===== src/rtl/cla_adder_pipe.sv =====
// cla_adder_pipe: pipelined carry-lookahead adder/subtractor for the ALU datapath.
// WIDTH is cut into STAGES slices. Each slice adds its bit range using 4-bit CLA
// groups, and the slice carry-out is registered into the next stage. A single
// output register holds sum/cout/ovf/zero behind a valid/ready handshake.

// ---------------------------------------------------------------------------
// 4-bit carry-lookahead group: bit carries plus group propagate/generate.
// ---------------------------------------------------------------------------
module cla_group4 (
   input  logic [3:0] i_a,
   input  logic [3:0] i_b,
   input  logic       i_cin,
   output logic [3:0] o_s,
   output logic       o_p,
   output logic       o_g,
   output logic       o_c3
);
   logic [3:0] w_p;
   logic [3:0] w_g;
   logic [3:0] w_c;

   // Bit-level propagate/generate, then fully expanded lookahead carries.
   always_comb begin
      w_p    = i_a ^ i_b;
      w_g    = i_a & i_b;
      w_c[0] = i_cin;
      w_c[1] = w_g[0] | (w_p[0] & i_cin);
      w_c[2] = w_g[1] | (w_p[1] & w_g[0]) | (w_p[1] & w_p[0] & i_cin);
      w_c[3] = w_g[2] | (w_p[2] & w_g[1]) | (w_p[2] & w_p[1] & w_g[0])
             | (w_p[2] & w_p[1] & w_p[0] & i_cin);
      o_s    = w_p ^ w_c;
      o_p    = &w_p;
      o_g    = w_g[3] | (w_p[3] & w_g[2]) | (w_p[3] & w_p[2] & w_g[1])
             | (w_p[3] & w_p[2] & w_p[1] & w_g[0]);
      o_c3   = w_c[3];
   end
endmodule

// ---------------------------------------------------------------------------
// One pipeline slice: SW/4 CLA groups whose carry-ins come from group P/G.
// ---------------------------------------------------------------------------
module cla_slice #(
   parameter int SW = 16
) (
   input  logic [SW-1:0] i_a,
   input  logic [SW-1:0] i_b,
   input  logic          i_cin,
   output logic [SW-1:0] o_sum,
   output logic          o_cout,
   output logic          o_cmsb
);
   localparam int NG = SW / 4;

   logic [NG-1:0] w_gp;
   logic [NG-1:0] w_gg;
   logic [NG-1:0] w_gc3;
   logic [NG:0]   w_gcin;

   // Group carry-ins depend only on group P/G and the slice carry-in; the
   // bit-level chain never crosses a group boundary.
   always_comb begin
      w_gcin[0] = i_cin;
      for (int j = 0; j < NG; j++) begin
         w_gcin[j+1] = w_gg[j] | (w_gp[j] & w_gcin[j]);
      end
   end

   for (genvar j = 0; j < NG; j++) begin : g_grp
      cla_group4 u_grp (
         .i_a   (i_a[j*4 +: 4]),
         .i_b   (i_b[j*4 +: 4]),
         .i_cin (w_gcin[j]),
         .o_s   (o_sum[j*4 +: 4]),
         .o_p   (w_gp[j]),
         .o_g   (w_gg[j]),
         .o_c3  (w_gc3[j])
      );
   end

   assign o_cout = w_gcin[NG];
   // Carry into the slice MSB; only the top slice uses it, for signed overflow.
   assign o_cmsb = w_gc3[NG-1];
endmodule

// ---------------------------------------------------------------------------
// Top: operand conditioning, slice pipeline, output register and handshake.
// ---------------------------------------------------------------------------
module cla_adder_pipe #(
   parameter int WIDTH  = 32,
   parameter int STAGES = 2
) (
   input  logic             i_clk,
   input  logic             i_reset,
   input  logic             i_in_valid,
   output logic             o_in_ready,
   input  logic [WIDTH-1:0] i_a,
   input  logic [WIDTH-1:0] i_b,
   input  logic             i_cin,
   input  logic             i_sub,
   output logic             o_out_valid,
   input  logic             i_out_ready,
   output logic [WIDTH-1:0] o_sum,
   output logic             o_cout,
   output logic             o_ovf,
   output logic             o_zero
);
   localparam int SW   = WIDTH / STAGES;
   localparam int LAST = STAGES - 1;

   if (STAGES < 1 || STAGES > 4 || (WIDTH % (4 * STAGES)) != 0) begin : g_bad_cfg
      $error("cla_adder_pipe: WIDTH must be a multiple of 4*STAGES, STAGES in 1..4");
   end

   // Per-stage view: the values entering slice k (stage 0 = the input ports).
   logic [STAGES-1:0][WIDTH-1:0] w_st_a;
   logic [STAGES-1:0][WIDTH-1:0] w_st_bp;
   logic [STAGES-1:0][WIDTH-1:0] w_st_sum;
   logic [STAGES-1:0][WIDTH-1:0] w_nx_sum;
   logic [STAGES-1:0][SW-1:0]    w_sl_sum;
   logic [STAGES-1:0]            w_st_c;
   logic [STAGES-1:0]            w_st_vld;
   logic [STAGES-1:0]            w_sl_cout;
   logic [STAGES-1:0]            w_sl_cmsb;

   logic             r_out_valid;
   logic [WIDTH-1:0] r_sum;
   logic             r_cout;
   logic             r_ovf;
   logic             r_zero;
   logic [WIDTH-1:0] w_fin_sum;
   logic             w_adv;

   // The whole pipe moves together whenever the output slot is free or drains.
   assign w_adv      = i_out_ready || !r_out_valid;
   assign o_in_ready = w_adv;

   for (genvar k = 0; k < STAGES; k++) begin : g_st
      if (k == 0) begin : g_in
         // Subtraction is a + ~b + 1; cin is ignored for sub.
         assign w_st_a[0]   = i_a;
         assign w_st_bp[0]  = i_sub ? ~i_b : i_b;
         assign w_st_c[0]   = i_sub ? 1'b1 : i_cin;
         assign w_st_sum[0] = '0;
         assign w_st_vld[0] = i_in_valid;
      end else begin : g_reg
         logic [WIDTH-1:0] r_a;
         logic [WIDTH-1:0] r_bp;
         logic [WIDTH-1:0] r_psum;
         logic             r_c;
         logic             r_vld;

         // Stage register: carry, pending operands and completed low sum bits.
         always_ff @(posedge i_clk) begin
            if (i_reset) begin
               r_a    <= '0;
               r_bp   <= '0;
               r_psum <= '0;
               r_c    <= 1'b0;
               r_vld  <= 1'b0;
            end else if (w_adv) begin
               r_a    <= w_st_a[k-1];
               r_bp   <= w_st_bp[k-1];
               r_psum <= w_nx_sum[k-1];
               r_c    <= w_sl_cout[k-1];
               r_vld  <= w_st_vld[k-1];
            end
         end

         assign w_st_a[k]   = r_a;
         assign w_st_bp[k]  = r_bp;
         assign w_st_sum[k] = r_psum;
         assign w_st_c[k]   = r_c;
         assign w_st_vld[k] = r_vld;
      end

      cla_slice #(.SW(SW)) u_slice (
         .i_a    (w_st_a[k][k*SW +: SW]),
         .i_b    (w_st_bp[k][k*SW +: SW]),
         .i_cin  (w_st_c[k]),
         .o_sum  (w_sl_sum[k]),
         .o_cout (w_sl_cout[k]),
         .o_cmsb (w_sl_cmsb[k])
      );

      // Sum bits at and above slice k are still zero here, so OR-ing in the
      // slice result assembles the partial sum without a mask.
      assign w_nx_sum[k] = w_st_sum[k] | (WIDTH'(w_sl_sum[k]) << (k * SW));
   end

   assign w_fin_sum = w_nx_sum[LAST];

   // Output register; result fields only load on a valid op so they hold
   // their last value across bubbles and stalls.
   always_ff @(posedge i_clk) begin
      if (i_reset) begin
         r_out_valid <= 1'b0;
         r_sum       <= '0;
         r_cout      <= 1'b0;
         r_ovf       <= 1'b0;
         r_zero      <= 1'b0;
      end else if (w_adv) begin
         r_out_valid <= w_st_vld[LAST];
         if (w_st_vld[LAST]) begin
            r_sum  <= w_fin_sum;
            r_cout <= w_sl_cout[LAST];
            r_ovf  <= w_sl_cmsb[LAST] ^ w_sl_cout[LAST];
            r_zero <= (w_fin_sum == '0);
         end
      end
   end

   assign o_out_valid = r_out_valid;
   assign o_sum       = r_sum;
   assign o_cout      = r_cout;
   assign o_ovf       = r_ovf;
   assign o_zero      = r_zero;
endmodule

===== config.mk =====
export PLATFORM = sky130hd
export DESIGN_NAME = cla_adder_pipe
export DESIGN_NICKNAME = d
export VERILOG_FILES = /design/src/rtl/cla_adder_pipe.sv
export SDC_FILE = /design/constraint.sdc
export NUM_CORES = 1
export LEC_CHECK = 0
export ABC_AREA = 1
export CORE_UTILIZATION = 56
export CTS_CLUSTER_SIZE = 40
export DETAILED_ROUTE_END_ITERATION = 10
export HOLD_SLACK_MARGIN = 0.02
export PLACE_DENSITY_LB_ADDON = 0.3
export REMOVE_ABC_BUFFERS = 1
export SLEW_MARGIN = 0
export SYNTH_ARGS = -nofsm -noshare
export SYNTH_HDL_FRONTEND = slang
export SYNTH_HIERARCHICAL = 1
export SYNTH_SLANG_ARGS = --single-unit

===== constraint.sdc =====
create_clock -name i_clk -period 4.9 [get_ports i_clk]
set_input_delay 0.98 -clock i_clk [delete_from_list [all_inputs] [get_ports i_clk]]
set_output_delay 0.98 -clock i_clk [all_outputs]
set_load 0.05 [all_outputs]

== After elaboration in Yosys (flattened, before gate mapping) ==
Index checks and enable logic that the tools add are counted.

* Logic and storage cells: 251
* Register bits: 118
* Input bits: 70

* Muxes and demuxes: 2
* Reductions and logical operators: 12
* Bitwise logic cells: 227

{| class="wikitable"
|+ Operators with widths
! operator !! number
|-
| bitwise AND 1 bit || 120
|-
| bitwise OR 1 bit || 80
|-
| bitwise XOR 4 bit || 16
|-
| bitwise AND 4 bit || 8
|-
| zero test 32 bit || 1
|-
| two-way mux 32 bit || 1
|-
| inverter 32 bit || 1
|-
| bitwise OR 16 x 32 -> 32 bit || 1
|-
| AND reduction 4 bit || 8
|-
| AND reduction 2 bit || 1
|-
| zero test 1 bit || 1
|-
| logical OR 1 bit || 1
|-
| two-way mux 1 bit || 1
|-
| bitwise XOR 1 bit || 1
|}

== Logic depth before layout (Yosys ltp) ==
Gate-level depths: netlist (run 1).

* Depth after elaboration: 15
* Gate-level depth with buffers: 22

== Hierarchy ==
Netlist (run 1), hierarchy kept.

{| class="wikitable"
|+ By module, submodules not included
! module !! sequential area each (µm²) !! times used !! cells an instance !! area an instance (µm²)
|-
| cla_adder_pipe || 1721.7 || 1 || 420 || 3408.3
|-
| cla_group4 || 0.0 || 8 || 33 || 211.5
|-
| cla_slice || 0.0 || 2 || 12 || 57.6
|}

== Worst setup path after synthesis (run 1) ==
No wires, ideal clock.

* Path type: input to register
* From: in i_sub
* To: reg g_st[1].g_reg.r_psum[13]
* Library setup time: 0.116 ns
* Data arrival time: 3.157 ns
* Setup slack: 1.627 ns
* Buffers on the path: 2
* Cell stages on the path: 19
* Cell sequence: buf_4 buf_6 xor2_1 ha_1 inv_2 nor2_2 nor2_2 o21bai_1 inv_1 nand2_2 nand2_2 nand2_2 nand2_2 nand2_2 inv_1 fa_1 xnor2_1 nor2_1 nor2_1

{| class="wikitable"
|+ RTL lines
! element !! line !! RTL
|-
| start: declaration || 99 || <nowiki>input logic i_sub,</nowiki>
|-
| end signal: assignment || 163 || <nowiki>r_psum <= w_nx_sum[k-1];</nowiki>
|-
| end: declaration || 148 || <nowiki>logic [WIDTH-1:0] r_psum;</nowiki>
|}

== Final worst setup path (run 1) ==
* From: in i_out_ready
* To: out o_in_ready

* Word-level cells in the longest chain between the ends: 1

{| class="wikitable"
|+ Ends and longest elaborated chain
! element !! line !! RTL
|-
| start: declaration || 101 || <nowiki>input logic i_out_ready,</nowiki>
|-
| logical OR 1 bit || 134 || <nowiki>assign w_adv = i_out_ready || !r_out_valid;</nowiki>
|-
| end: declaration || 95 || <nowiki>output logic o_in_ready,</nowiki>
|}

Every way passes these cells.

==> impl_metrics.json, run 1 <==
{
  "multi_input_area_mm2": 0.00296,
  "yosys_warnings": 6,
  "grt_pass1_vias": 4764,
  "antenna_found_initial": 0,
  "synth.distinct_cells": 26,
  "post-route-period-util_pct": 68.2,
  "nNetsFinal": 916,
  "cts_buffer_depth": 2,
  "critical_path.startpoint": "i_out_ready",
  "core_area_mm2": 0.00885,
  "clock_latency_ps": 360,
  "ys.flop_type": "dfxtp_1",
  "synth_edf_count": 0,
  "syn_area_per_cell_um2": 7.37,
  "p_per_area_mw_per_mm2": 303,
  "worst_setup_path_start_kind": "primary input",
  "synth_top_area_share_pct": 33.0,
  "postPlaceCellArea_mm2": 0.00621,
  "post_drt_wl_per_cell_um": 13.3,
  "fin_total_pwr_uw": 1940,
  "gp_congestion": 0.888,
  "hold_start": "o_sum[31]$_SDFFE_PP0P_",
  "num_vias": 4826,
  "grt_max_degree": 84,
  "synthArstFlopShare_pct": 0,
  "crit_required_ps": 3920,
  "ant_nets": 0,
  "grt_pass1_wl_um": 20700,
  "root_buffer": "clkbuf_8",
  "dr.pass1.iters": 7,
  "synthTopCellsByArea": "dfxtp_1 33%, nor2_1 9.9%, ha_1 9.6%",
  "wl_um": 12100,
  "yosys.area_share.simple_pct": 23.9,
  "cts_resized": 0,
  "timing.final.ws_setup_ps": 1560,
  "cap_violations": 0,
  "via_per_inst": 5.30,
  "rows": 34,
  "track_usage_pct": 26.0,
  "yosysMostFrequentCell": "nor2_1",
  "combinationalPowerShare_pct": 34.2,
  "yosysSeqAreaShare_pct": 33.0,
  "internal-power_uw": 1240,
  "outcome": "completed",
  "r2r-start": "g_st[1].g_reg.r_a[17]$_SDFFE_PP0P_",
  "postCtsSetupRepairBufs": 0,
  "synth_compound_area_share_pct": 11.9,
  "finalSetupViolations": 0,
  "hp-class": "flop to flop",
  "hold_viol": 0,
  "yosys.area_share.adder_pct": 12.7,
  "fillCellCount": 711,
  "switchingPower_uw": 699,
  "fin_setup_tns_ps": 0,
  "relSlewSlack_pct": 27.9,
  "drt-initial-drc-count": 207,
  "area_growth_pct": 22.6,
  "synth_cells": 708,
  "hold_ws_ps": 492,
  "seqPwrFrac_pct": 42.4,
  "place.detailed.hpwl_um": 8630,
  "path_class": "primary input to primary output",
  "endpoint_kind": "primary output",
  "die_h_um": 98.5,
  "pin_count": 107,
  "synthMuxAreaShare_pct": 0,
  "clock_sink_count": 86,
  "vdd_drop_max_mv": 0.147,
  "finClkSkew_ps": 11.4,
  "final_area_mm2": 0.00639,
  "start_util_pct": 58.9,
  "synth_common_cells": "138 x nor2_1, 86 x dfxtp_1, 75 x inv_1, 75 x nand2_1, 75 x o21ai_0",
  "die_w_um": 98.5,
  "register_area_mm2": 0.00172,
  "power.share.clock_pct": 23.4,
  "min_period_ps": 3340,
  "drc": 0,
  "io_buffers": 106,
  "swShare_pct": 36.1,
  "cts_buffers": 9,
  "cp.arrival_ps": 2360,
  "yosysTopAreaCell": "dfxtp_1",
  "postCtsHoldBufs": 0,
  "dp_slack_ps": 1190,
  "final_max_slew_viol_count": 0,
  "ys_seq_elements": 86,
  "drive_gt1_share_pct": 8.47,
  "rsz0062_at_grt": "no",
  "grt_overflow": 0,
  "cts.clk_slew.worst_paths_ps": 80,
  "cp_max_fo": 2,
  "p_leak_uw": 0.00286,
  "synth_xor_xnor_area_share_pct": 8.23,
  "max_freq_mhz": 299,
  "dieArea_mm2": 0.00970,
  "synth_top_family_by_area": "simple AND/OR/NAND/NOR gates",
  "cts_tree": "built",
  "htree_levels": 3,
  "syn-cell-area_mm2": 0.00522,
  "worst_pin_slew_ps": 1080,
  "antenna_cells": 0
}
[routing by layer]
layer	up-vias	routed length [µm]	track usage (%)	part of all wire (%)
li1	2400	-	-	-
met1	2256	5080	29.6	42
met2	145	6100	47.2	50
met3	25	610	6.03	5.1
met4	0	284	9.99	2.4
met5	-	0	0	0
[logic make-up (layout without fill, tap and decap cells)]
group           count (synthesis)  count (layout)
compound gates                120             120
xor+xnor                       49              49
fa+ha+maj                      48              48
buf+inv                       116             211
flops                          86              86
simple gates                  289             289
[worst max-delay path, cell delays in order]
cell	delay, ps
clkdlybuf4s50_1	470
inv_2	50
nand2_4	60
clkdlybuf4s50_1	800
[power groups by stage]
stage          Clock (µW)  Sequential, µW  Combinational [µW]
2_1_floorplan           0             907                 370
3_3_place_gp            0             831                 633
3_5_place_dp            0             834                 658
4_1_cts               462             819                 663
5_1_grt               497             829                 736
6_report              454             820                 663
[final cells by class]
type	instances	area share, %
Inverter	87	5.15
Clock inverter	5	0.548
Multi-Input combinational cell	506	46.3
Clock buffer	11	2.21
Timing Repair Buffer	108	16.8
Tap cell	108	2.11
Sequential cell	86	26.9
[final timing paths]
path	end	slack, ps	cells past startpoint
max reg2reg	o_zero$_SDFFE_PP0P_	1980	21
max	o_in_ready	1560	4
min reg2reg	o_sum[31]$_SDFFE_PP0P_	490	2
min	o_sum[31]$_SDFFE_PP0P_	490	2
[cells in the final DEF, fill, tap and decap left out, types with 8 or more instances in the layout]
cell type          n
nor2_1           138
clkdlybuf4s50_1  105
dfxtp_1           86
o21ai_0           75
inv_1             75
nand2_1           75
ha_1              40
a21oi_1           29
nand3_1           29
xnor2_1           25
xor2_1            24
nand2_2           18
nor2_2            17
inv_2             11
clkbuf_8          10
o21ai_1            8
nand4_1            8
o21bai_1           8
fa_1               8
[flip-flops by register name, summed over array words and instances, names as in the netlist]
name,count
g_st.g_reg.r_a,16
g_st.g_reg.r_bp,16
g_st.g_reg.r_c,1
g_st.g_reg.r_psum,16
g_st.g_reg.r_vld,1
o_cout,1
o_out_valid,1
o_ovf,1
o_sum,32
o_zero,1
[stage by stage]
step           cells  util, %
2_1_floorplan    679        -
3_3_place_gp     895     70.2
3_5_place_dp     895     70.2
4_1_cts          911     72.2
5_1_grt          911     72.2
6_report         911     72.2
Power figures use the tool's default switching activity.
==> run 2, diff against run 1 <==
Settings changed: CORE_UTILIZATION 56 to 52.
Clock period 4.9 ns to 3.3 ns, I/O delays scaled along.
==> run 2 against run 1 <==
  * Sequential cell count is the same
  * Combinational power grew 49%
  * Highest routed layer unchanged
  * Setup slack lost 1200 ps
  * Largest cell class unchanged
  * First-iteration DRC count shrank 27%
  * Largest power group unchanged
  * Clock skew shrank 1.4 ps
  * Count of clock-buffer cells in the layout grew 1
  * Clock power grew 81%
  * Die area grew 7.5%
==> impl_metrics.json, run 2 (same netlist as run 1, synthesis figures left out) <==
{
  "nNetsFinal": 921,
  "die_h_um": 102,
  "final_area_mm2": 0.00651,
  "grt_pass1_wl_um": 20000,
  "grt_max_degree": 46,
  "final_max_slew_viol_count": 0,
  "hold_viol": 0,
  "r2r-start": "g_st[1].g_reg.r_a[17]$_SDFFE_PP0P_",
  "rows": 36,
  "r2r_slack_ps": 570,
  "instances_no_fill": 941,
  "min_period_ps": 2910,
  "clock_latency_ps": 360,
  "fillCellCount": 914,
  "vdd_drop_max_mv": 0.201,
  "place.detailed.hpwl_um": 8790,
  "drc": 0,
  "cts.clk_slew.worst_paths_ps": 90,
  "crit_required_ps": 3560,
  "cap_violations": 0,
  "holdPathStages": 2,
  "grt_pass1_vias": 4567,
  "final_cell_mix": "138 x nor2_1, 104 x clkdlybuf4s50_1, 86 x dfxtp_1",
  "rsz0062_at_grt": "no",
  "wl_um": 12100,
  "antenna_found_initial": 0,
  "cp_top_family": "simple AND/OR/NAND/NOR gates",
  "cts_buffer_depth": 2,
  "hp-class": "flop to flop",
  "fin_setup_tns_ps": 0,
  "final_common_cell": "nor2_1",
  "r2r_cells": 21,
  "postCtsSetupRepairBufs": 0,
  "crit_chain": "clkdlybuf4s50_1 -> xor2_1 -> ha_1 -> nand2_1 -> nor2_2 -> nor2_2 -> o21bai_1 -> inv_1 -> nand2_2 -> nand2_2 -> nand2_2 -> nand2_2 -> nand2_2 -> inv_1 -> fa_1 -> xnor2_1 -> nor2_1 -> nor2_1",
  "dpl.cell_count": 925,
  "gp_congestion": 0.880,
  "die_w_um": 102,
  "area_growth_pct": 24.8,
  "worstSetupPathDepth": 18,
  "num_vias": 4667,
  "dr.pass1.iters": 4,
  "critPathBufInv": 3,
  "relSlewSlack_pct": 52.3,
  "root_buffer": "clkbuf_8",
  "rr_endpoint": "o_zero$_SDFFE_PP0P_",
  "post_drt_wl_per_cell_um": 12.9,
  "p_leak_uw": 0.00291,
  "antenna_cells": 0,
  "cts_buffers": 9,
  "dieArea_mm2": 0.0104,
  "p_per_area_mw_per_mm2": 465,
  "worst_pin_slew_ps": 715,
  "max_freq_mhz": 343,
  "ant_nets": 0,
  "finalCoreUtilization_pct": 66.9,
  "path_class": "primary input to flop",
  "drt-initial-drc-count": 151,
  "finClkSkew_ps": 9.98,
  "postPlaceCellArea_mm2": 0.00629,
  "worst_setup_path_start_kind": "primary input",
  "drive_gt1_share_pct": 9.03,
  "cp.arrival_ps": 3170,
  "postCtsHoldBufs": 0,
  "crit_path_max_incr_delay_ps": 410,
  "largest_reg_flops": 32,
  "finalSetupViolations": 0,
  "critical_path.startpoint": "i_b[2]",
  "post-route-period-util_pct": 88.3,
  "core_area_mm2": 0.00973,
  "track_usage_pct": 24.4,
  "pin_count": 107,
  "io_buffers": 106,
  "slowest_stage": "clkdlybuf4s50_1",
  "start_util_pct": 53.6,
  "path_common_cell": "nand2_2",
  "cts_resized": 0,
  "hold_ws_ps": 489,
  "endpoint_kind": "flop",
  "grt_overflow": 0,
  "htree_levels": 3,
  "clock_sink_count": 86,
  "outcome": "completed",
  "crit_path_end": "g_st[1].g_reg.r_psum[13]$_SDFFE_PP0P_",
  "cts_tree": "built",
  "via_per_inst": 4.96,
  "cp_max_fo": 4
}
==> run 2: changes by cell type in the layout (fill, tap and decap cells not counted) <==
cell,before,now
clkbuf_1,1,2
clkdlybuf4s50_1,105,104
buf_4,2,7
clkinvlp_4,1,0
buf_12,0,1
bufinv_16,0,2
clkinv_4,2,0
==> run 2: how the worst min path moves through the flow <==
stage / end / from / slack [ps]
2_1_floorplan: o_sum[14]$_SDFFE_PP0P_ / g_st[1].g_reg.r_psum[14]$_SDFFE_PP0P_ / 450
3_3_place_gp: o_sum[6]$_SDFFE_PP0P_ / o_sum[6]$_SDFFE_PP0P_ / 480
3_5_place_dp: o_sum[6]$_SDFFE_PP0P_ / o_sum[6]$_SDFFE_PP0P_ / 470
4_1_cts: o_sum[6]$_SDFFE_PP0P_ / o_sum[6]$_SDFFE_PP0P_ / 490
5_1_grt: o_sum[2]$_SDFFE_PP0P_ / o_sum[2]$_SDFFE_PP0P_ / 510
6_report: o_sum[6]$_SDFFE_PP0P_ / o_sum[6]$_SDFFE_PP0P_ / 490
==> run 2: area by class of cell <==
class / count / area (µm²) / area share [%]
clock inverter: 4 / 70.1 / 1.08
multi-input combinational: 506 / 2960 / 45.4
inverter: 87 / 329 / 5.06
clock buffer: 12 / 145 / 2.23
sequential: 86 / 1720 / 26.5
tap: 133 / 166 / 2.56
timing repair buffer: 113 / 1120 / 17.2
==> run 2: where the power goes <==
group | total [µW] | switching (µW) | internal [µW]
registers | 1220 | 71.0 | 1150
logic | 990 | 586 | 404
clock network | 820 | 374 | 446
==> run 2: routing by layer <==
metal	wire, µm	GRT usage (%)
met1	5390	29.3
met5	0	0
met2	6140	44.7
met3	427	3.63
met4	191	7.47
==> run 2: stage by stage <==
stage / power, µW / setup WS [ps]
finish: 3030 / 386
global placement: 2190 / 162
global route: 3210 / 260
detailed placement: 2220 / 64.0
floorplan: 1900 / 638
CTS: 3030 / 431
==> run 2: worst reg2reg max path, cell delays in order (launching register included) <==
cell	delay, ps
dfxtp_1	330
ha_1	400
inv_2	50
nor2_2	110
nor2_2	60
o21bai_1	110
inv_1	60
nand2_2	100
nand2_2	60
nand2_2	90
nand2_2	50
nand2_2	100
inv_1	60
fa_1	380
xnor2_1	150
nor2_1	100
nand3_1	80
nor2_1	100
nand2_1	60
nor2_1	100
nor2_1	40
nor2_1	70
==> run 3, diff against run 2 <==
Settings changed: CORE_UTILIZATION 52 to 54, CTS_BUF_LIST from default to sky130_fd_sc_hd__clkbuf_2, PLACE_DENSITY from default to 0.94, PLACE_DENSITY_LB_ADDON 0.3 to default.
==> run 3 against run 2 <==
  * Register-to-register slack got worse by 50 ps
  * Count of clock-buffer cells in the layout fell by 2
  * Critical path depth rose by 3
  * Setup slack improved by 140 ps
  * Core utilization rose by 2.5 points
  * Critical endpoint is now o_zero$_SDFFE_PP0P_
  * Sequential cell count did not move
  * Clock power fell by 17%
  * Wire length fell by 4.7%
  * Cell area fell by 1.0%
  * Cell count fell by 0.53%
==> impl_metrics.json, run 3 (same netlist as run 1, synthesis figures left out) <==
{
  "postCtsHoldBufs": 0,
  "vdd_drop_max_mv": 0.243,
  "relSlewSlack_pct": 53.4,
  "holdPathStages": 2,
  "p_per_area_mw_per_mm2": 448,
  "grt_pass1_wl_um": 19300,
  "cts_buffers": 9,
  "area_growth_pct": 23.5,
  "drc": 0,
  "path_class": "flop to flop",
  "max_freq_mhz": 360,
  "clock_latency_ps": 530,
  "r2r_cells": 21,
  "grt_util_met2_pct": 43.0,
  "post-route-period-util_pct": 84.2,
  "cap_violations": 0,
  "grt_overflow": 0,
  "core_area_mm2": 0.00928,
  "final_max_slew_viol_count": 0,
  "start_util_pct": 56.2,
  "antenna_found_initial": 0,
  "crit_required_ps": 3790,
  "place.detailed.hpwl_um": 8280,
  "antenna_cells": 0,
  "outcome": "completed",
  "finClkSkew_ps": 32.3,
  "hp-class": "flop to flop",
  "globalRouteMet1Util_pct": 29.4,
  "use_met3_pct": 3.48,
  "via_per_inst": 4.96,
  "cts.clk_slew.worst_paths_ps": 230,
  "r2r_slack_ps": 520,
  "rsz0062_at_grt": "no",
  "final_common_cell": "nor2_1",
  "drive_gt1_share_pct": 9.05,
  "cts_tree": "built",
  "rr_endpoint": "o_zero$_SDFFE_PP0P_",
  "fin_setup_tns_ps": 0,
  "worst_setup_path_start_kind": "flop",
  "busiest_layer": "met2",
  "htree_levels": 3,
  "dr.pass1.iters": 4,
  "io_buffers": 106,
  "die_w_um": 100,
  "nNetsFinal": 920,
  "instances_no_fill": 936,
  "finalSetupViolations": 0,
  "hold_start": "o_sum[0]$_SDFFE_PP0P_",
  "cp.arrival_ps": 3270,
  "final_cell_mix": "138 x nor2_1, 104 x clkdlybuf4s50_1, 86 x dfxtp_1",
  "grt_max_degree": 50,
  "clock_sink_count": 86,
  "postCtsSetupRepairBufs": 0,
  "dpl.cell_count": 920,
  "cp_max_fo": 5,
  "num_vias": 4640,
  "endpoint_kind": "flop",
  "track_usage_pct": 24.0,
  "ant_nets": 0,
  "min_period_ps": 2780,
  "p_leak_uw": 0.00288,
  "die_h_um": 100,
  "r2r-start": "g_st[1].g_reg.r_a[18]$_SDFFE_PP0P_",
  "cts_resized": 0,
  "wl_um": 11600,
  "root_buffer": "clkbuf_2",
  "gp_congestion": 0.838,
  "post_drt_wl_per_cell_um": 12.4,
  "hold_viol": 0,
  "largest_reg_flops": 32,
  "dieArea_mm2": 0.0101,
  "drt-initial-drc-count": 159,
  "min_to": "o_sum[0]$_SDFFE_PP0P_",
  "rows": 35,
  "worst_pin_slew_ps": 697,
  "pin_count": 107,
  "cts_buffer_depth": 2,
  "grt_pass1_vias": 4332
}
## run 3: cell count changes in the layout (fill, tap and decap cells not counted), moves of 2 or more
cell      delta
clkbuf_2    +10
clkbuf_8    -10
clkbuf_1     -2
clkinv_2     -2
## run 3: power breakdown
group	internal [µW]	switching, µW	leakage (µW)	total [µW]
Combinational	403	582	0.00208	985
Clock	328	352	0.0000898	681
Sequential	1150	69.8	0.000713	1220
Total	1880	1000	0.00288	2880
## run 3: worst max-delay path, cell delays in order, from the launching register on
cell	delay [ps]
dfxtp_1	360
ha_1	370
nand2_1	100
nor2_2	100
nor2_2	60
o21bai_1	130
inv_1	70
nand2_2	110
nand2_2	60
nand2_2	100
nand2_2	60
nand2_2	100
inv_1	60
fa_1	480
inv_1	50
nor2_1	90
nand3_1	70
nor2_1	120
nand2_1	60
nor2_1	100
nor2_1	50
nor2_1	70
## run 3: layout make-up
| type | count | area, µm² |
|---|---|---|
| multi-input combinational | 506 | 2960 |
| clock buffer | 10 | 50.0 |
| clock inverter | 6 | 110 |
| inverter | 87 | 329 |
| tap | 129 | 161 |
| timing repair buffer | 112 | 1110 |
| fill | 746 | 2840 |
| sequential | 86 | 1720 |
## run 3: per-layer routing
metal  vias to the layer above  share of wire [%]
li1                       2411                  -
met1                      2118                 45
met5                         -                  0
met3                        10                3.3
met4                         0               0.98
met2                       101                 51
## run 3: worst max-delay path by stage
stage	from	end	slack [ps]	cells after the start
floorplan	i_sub	g_st[1].g_reg.r_psum[13]$_SDFFE_PP0P_	640	17
global placement	i_b[2]	g_st[1].g_reg.r_psum[13]$_SDFFE_PP0P_	170	18
detailed placement	i_b[1]	g_st[1].g_reg.r_psum[13]$_SDFFE_PP0P_	50	18
CTS	g_st[1].g_reg.r_a[17]$_SDFFE_PP0P_	o_zero$_SDFFE_PP0P_	530	21
global route	g_st[1].g_reg.r_a[17]$_SDFFE_PP0P_	o_zero$_SDFFE_PP0P_	180	21
finish	g_st[1].g_reg.r_a[18]$_SDFFE_PP0P_	o_zero$_SDFFE_PP0P_	520	21
## run 3: metrics by stage
| stage | power, µW | hold slack (ps) | worst slack [ps] | utilization (%) | cell area, µm² |
|---|---|---|---|---|---|
| final | 2880 | 498 | 522 | 69.4 | 6440 |
| after global routing | 3060 | 518 | 179 | 69.4 | 6440 |
| after CTS | 2890 | 502 | 528 | 69.4 | 6440 |
| after detailed placement | 2210 | 471 | 50.1 | 67.7 | 6280 |
| after global placement | 2180 | 462 | 171 | 67.7 | 6280 |
| after floorplan | 1900 | 453 | 638 | - | 5010 |
==> variant 1 (settings of run 3) <==
Put one more register stage on the output `o_ovf`, cleared by the reset. The value now appears one clock later. The other outputs are not delayed to match.
--- a/src/rtl/cla_adder_pipe.sv
+++ b/src/rtl/cla_adder_pipe.sv
@@ -213,5 +213,11 @@
    assign o_sum       = r_sum;
    assign o_cout      = r_cout;
-   assign o_ovf       = r_ovf;
+   always_ff @(posedge i_clk) begin
+      if (i_reset) begin
+         o_ovf <= '0;
+      end else begin
+         o_ovf <= r_ovf;
+      end
+   end
    assign o_zero      = r_zero;
 endmodule
Behaviour: not the same (Yosys sat finds a counterexample within 4 cycles, from zero or initial values and one cycle with i_reset high).
==> variant 1 against run 3 <==
Sequential cell count increased by 1. Count of clock-buffer cells in the layout increased by 1. Power decreased by 5.3%. Largest power group unchanged. Cell area decreased by 0.21%. Synthesized area increased by 0.55%. Worst setup slack got worse by 0.078 ns. Wire length increased by 0.64%. Cell count increased by 0.32%.
==> variant 1: results (changes against run 3) <==
run_status:
  status: "completed"
clock_tree:
  clk_root_buffer_cell: "clkbuf_2"
  htreeDepth: 3  # unchanged
  clk_pin_slew_ns: 0.24
  cts_inserted_buffers: 9  # unchanged
  post_cts_resized: 0  # unchanged
  clk_latency_ns: 0.54
  post-cts-setup-buffer-count: 0  # unchanged
  hold_buffers: 0  # unchanged
cells_and_area:
  drive_above_1_share_pct: 8.765  # -0.28 points
  largest_reg_flops: 32  # unchanged
  diodes: 0  # unchanged
synthesis:
  synth-warning-count: 6  # unchanged
  synthesis.instances: 711  # +0.42%
  ys_async_sr_fraction_pct: 0  # unchanged
  netlist_top_cells_count: "139 x nor2_1, 87 x dfxtp_1, 83 x o21ai_0, 76 x inv_1, 75 x nand2_1"
  synth_area_leaders: "dfxtp_1 33%, nor2_1 9.9%, ha_1 9.5%, o21ai_0 7.9%, inv_1 5.4%"
  seq_area_frac_synth_pct: 33.21  # +0.20 points
  ys_types: 24  # -7.7%
worst_setup_path:
  r2r_end: "o_zero$_SDFFE_PP0P_"
  r2r_slack_ns: 0.44  # -0.08 ns
  path_max_fanout: 6  # +1
  crit_arrival_ns: 3.33  # +0.06 ns
  crit_end: "o_zero$_SDFFE_PP0P_"
  crit_family: "simple AND/OR/NAND/NOR gates"
  r2r_cells: 21  # unchanged
  cp_slowest_stage_delay_ns: 0.49
  startpoint: "g_st[1].g_reg.r_a[17]$_SDFFE_PP0P_"
grt:
  grt_pass1_vias: 4618  # +6.6%
  antenna_found_initial: 0  # unchanged
  grt_max_degree: 48  # -4.0%
  grt_usage_pct: 24.43  # +0.47 points
  grt.overflow.total: 0  # unchanged
  grt_pass1_wl_um: 19640  # +1.8%
drt:
  routed_wl_um: 11650  # +0.64%
  drt-initial-drc-count: 199  # +25%
  num_vias: 4672  # +0.69%
  via_per_inst: 4.976  # +0.37%
  firstDrtPassIters: 4  # unchanged
timing:
  slew-limit-headroom_pct: 52.17  # -1.3 points
  fin_crit_sh_pct: 86.55  # +2.4 points
  fin_skew_ns: 0.03013  # -0.002149 ns
  whs_ns: 0.4717  # -0.02655 ns
placement:
  place.gp.congestion: 0.8101  # -3.3%
  io_buffers: 106  # unchanged
  dp_cells: 923  # +0.33%
  dp_hpwl_um: 8437  # +1.9%
  preCtsSetupSlack_ns: 0.1091  # +0.05904 ns
  placed_cell_area_mm2: 0.006324  # +0.68%
hold_path:
  hold_depth: 2  # unchanged
  hp-class: "reg2reg"
  min-delay-start: "r_ovf$_SDFFE_PP0P_"
  hold_end: "o_ovf$_SDFF_PP0_"
power:
  p_leak_nw: 2.877  # -0.27%
  ir_worst_vdd_v: 0.0001934  # -21%
  netSwitchingPower_mw: 0.9936  # -1.1%
## variant 1: changes by cell type in the layout (fill, tap and decap cells not counted)
| cell | change |
|---|---|
| inv_6 | +1 |
| buf_4 | -1 |
| nor2_1 | +1 |
| o21ai_0 | +8 |
| clkbuf_2 | +1 |
| clkinv_1 | +2 |
| o21ai_1 | -8 |
| buf_12 | +1 |
| inv_1 | +1 |
| bufinv_16 | -2 |
| clkinv_4 | -1 |
| dfxtp_1 | +1 |
| inv_4 | -1 |
## variant 1: routing by layer
| metal | vias up | part of all wire [%] | track usage [%] |
|---|---|---|---|
| li1 | 2426 | - | - |
| met1 | 2115 | 44 | 27.85 |
| met2 | 113 | 50 | 44.89 |
| met3 | 18 | 3.7 | 4.646 |
| met4 | 0 | 2.0 | 9.476 |
| met5 | - | 0 | 0 |
## variant 1: logic make-up (layout without fill, tap and decap cells)
group | Yosys count | count (layout) | share of synthesized area [%]
buf+inv | 117 | 216 | 10.31
xor+xnor | 49 | 49 | 8.184
simple gates | 290 | 290 | 23.86
compound gates | 120 | 120 | 11.83
fa+ha+maj | 48 | 48 | 12.60
flops | 87 | 87 | 33.21
## variant 1: final cells by class
type | instances | area (um2)
multi-input combinational | 507 | 2962
clock buffer | 11 | 55.05
tap | 129 | 161.4
inverter | 88 | 335.3
clock inverter | 5 | 48.80
sequential | 87 | 1742
fill | 768 | 2900
timing repair buffer | 112 | 1124
## variant 1: worst min-delay path, stage by stage, from the launching register on
cell     delay, ns
dfxtp_1       0.37
inv_1         0.05
nor2_1        0.04
## variant 1: power groups by stage
stage          registers, mW  logic, mW  clock network (mW)
6_report                1.23      0.981               0.520
5_1_grt                 1.25       1.09               0.572
4_1_cts                 1.23      0.981               0.528
3_5_place_dp            1.25      0.975                   0
3_3_place_gp            1.25      0.945                   0
2_1_floorplan           1.36      0.549                   0
==> variant 2 (config.mk and constraints of run 3) <==
Made on the original files. Set the parameter `STAGES` to 4 (it was 2).
--- a/src/rtl/cla_adder_pipe.sv
+++ b/src/rtl/cla_adder_pipe.sv
@@ -88,5 +88,5 @@
 module cla_adder_pipe #(
    parameter int WIDTH  = 32,
-   parameter int STAGES = 2
+   parameter int STAGES = 4
 ) (
    input  logic             i_clk,
Function: changed (a bounded check fails within 4 cycles, from zero or initial values and one cycle with i_reset high).
==> variant 2 against run 3 <==
Power grew 56%. Highest routed layer unchanged. Worst setup slack better by 0.0096 ns. Synthesized area increased by 63%. Core utilization shrank 4.9 points. Sequential cell count is 100 higher. Combinational power fell by 11%. Cell area up 53%. Wire length is 52% higher. Critical path type is now reg2out. Via count up 54%.
==> variant 2: results (changes against run 3) <==
drt:
  firstDrtPassIters: 5  # +1
  drt-initial-drc-count: 441  # +180%
  routed_wl_um: 17620  # +52%
  via_per_inst: 5.018  # +1.2%
hold_path:
  hp-class: "in2reg"
  hold_end: "g_st[1].g_reg.r_a[26]$_SDFFE_PP0P_"
  hold_depth: 3  # +1
  min-delay-start: "i_a[26]"
placement:
  place.gp.congestion: 0.8351  # -0.32%
  io_buffers: 106  # unchanged
  dp_cells: 1395  # +52%
  dp_hpwl_um: 11960  # +44%
worst_setup_path:
  startpoint: "o_out_valid$_SDFFE_PP0P_"
  crit_arrival_ns: 2.11  # -1.16 ns
  crit_family: "buffers and inverters"
  path_max_fanout: 2  # -3
  reg2reg_from: "g_st[3].g_reg.r_bp[25]$_SDFFE_PP0P_"
  cpMaxStageDelayCell: "clkdlybuf4s50_1"
  cp_slowest_stage_delay_ns: 0.85  # +0.37 ns
  r2r_slack_ns: 0.77  # +0.25 ns
cells_and_area:
  fillers: 1316  # +76%
  fin_nets: 1321  # +44%
  drive_above_1_share_pct: 6.831  # -2.2 points
synthesis:
  synthXorXnorAreaFrac_pct: 5.040  # -3.2 points
  netlist_top_cells_count: "320 x nor2_1, 186 x dfxtp_1, 183 x o21ai_0, 82 x nand2_1, 73 x inv_1"
  synthAdderAreaFrac_pct: 7.758  # -4.9 points
  synth-compound-area-share_pct: 13.75  # +1.9 points
  ys_types: 23  # -12%
  synthesis.instances: 1130  # +60%
  synth_area_leaders: "dfxtp_1 44%, nor2_1 14%, o21ai_0 11%, ha_1 5.9%, nand2_1 3.6%"
  seq_area_frac_synth_pct: 43.73  # +11 points
clock_tree:
  cts_inserted_buffers: 17  # +8
  clk_pin_slew_ns: 0.25  # +0.02 ns
  htreeDepth: 4  # +1
grt:
  grt_pass1_vias: 6792  # +57%
  antenna_found_initial: 1  # +1
  grt_pass1_wl_um: 30150  # +56%
  grt_max_degree: 166  # +230%
  grt_usage_pct: 22.91  # -1.1 points
run_status:
  status: "completed"
timing:
  setup-tns-final_ns: 0  # unchanged
  slew-limit-headroom_pct: 51.79  # -1.7 points
  fin_skew_ns: 0.04183  # +0.009545 ns
power:
  netSwitchingPower_mw: 1.358  # +35%
  p_leak_nw: 4.115  # +43%
-- variant 2: metal layers --
metal	vias to the layer above	GRT usage, %	routed length, um
met5	-	0	0
met4	0	7.958	348
met3	31	4.648	665
met2	139	40.21	8568
met1	3263	27.90	8042
li1	3728	-	-
-- variant 2: metrics by stage --
step	area, um2	power [mW]	worst slack, ns	hold slack, ns
final	9882	4.500	0.5311	0.4528
after detailed placement	9659	3.445	0.3128	0.4642
after global routing	9882	4.756	0.4068	0.3978
after global placement	9659	3.405	0.4165	0.4571
after CTS	9879	4.531	0.4520	0.3901
after floorplan	8212	3.149	0.2067	0.4495
-- variant 2: logic make-up (layout without fill, tap and decap cells) --
kind of cell | Yosys count | in the layout
other | 0 | 1
adder cells (fa/ha/maj) | 48 | 48
flip-flops | 186 | 186
XOR/XNOR | 49 | 49
AND/OR/NAND/NOR | 470 | 470
AO/OA/AOI/OAI | 230 | 230
buffers and inverters | 147 | 232
-- variant 2: layout make-up --
| class | count | share of cell area (%) |
|---|---|---|
| antenna | 1 | 0.02532 |
| clock buffer | 18 | 0.9116 |
| clock inverter | 13 | 1.317 |
| inverter | 85 | 3.279 |
| multi-input combinational | 797 | 42.19 |
| sequential | 186 | 37.68 |
| tap | 211 | 2.672 |
| timing repair buffer | 116 | 11.93 |
-- variant 2: power groups by stage --
| stage | clock network [mW] | logic [mW] | registers [mW] |
|---|---|---|---|
| floorplan | 0 | 0.533 | 2.62 |
| global placement | 0 | 0.844 | 2.56 |
| detailed placement | 0 | 0.877 | 2.57 |
| CTS | 1.12 | 0.884 | 2.53 |
| global route | 1.21 | 0.991 | 2.55 |
| finish | 1.09 | 0.881 | 2.52 |
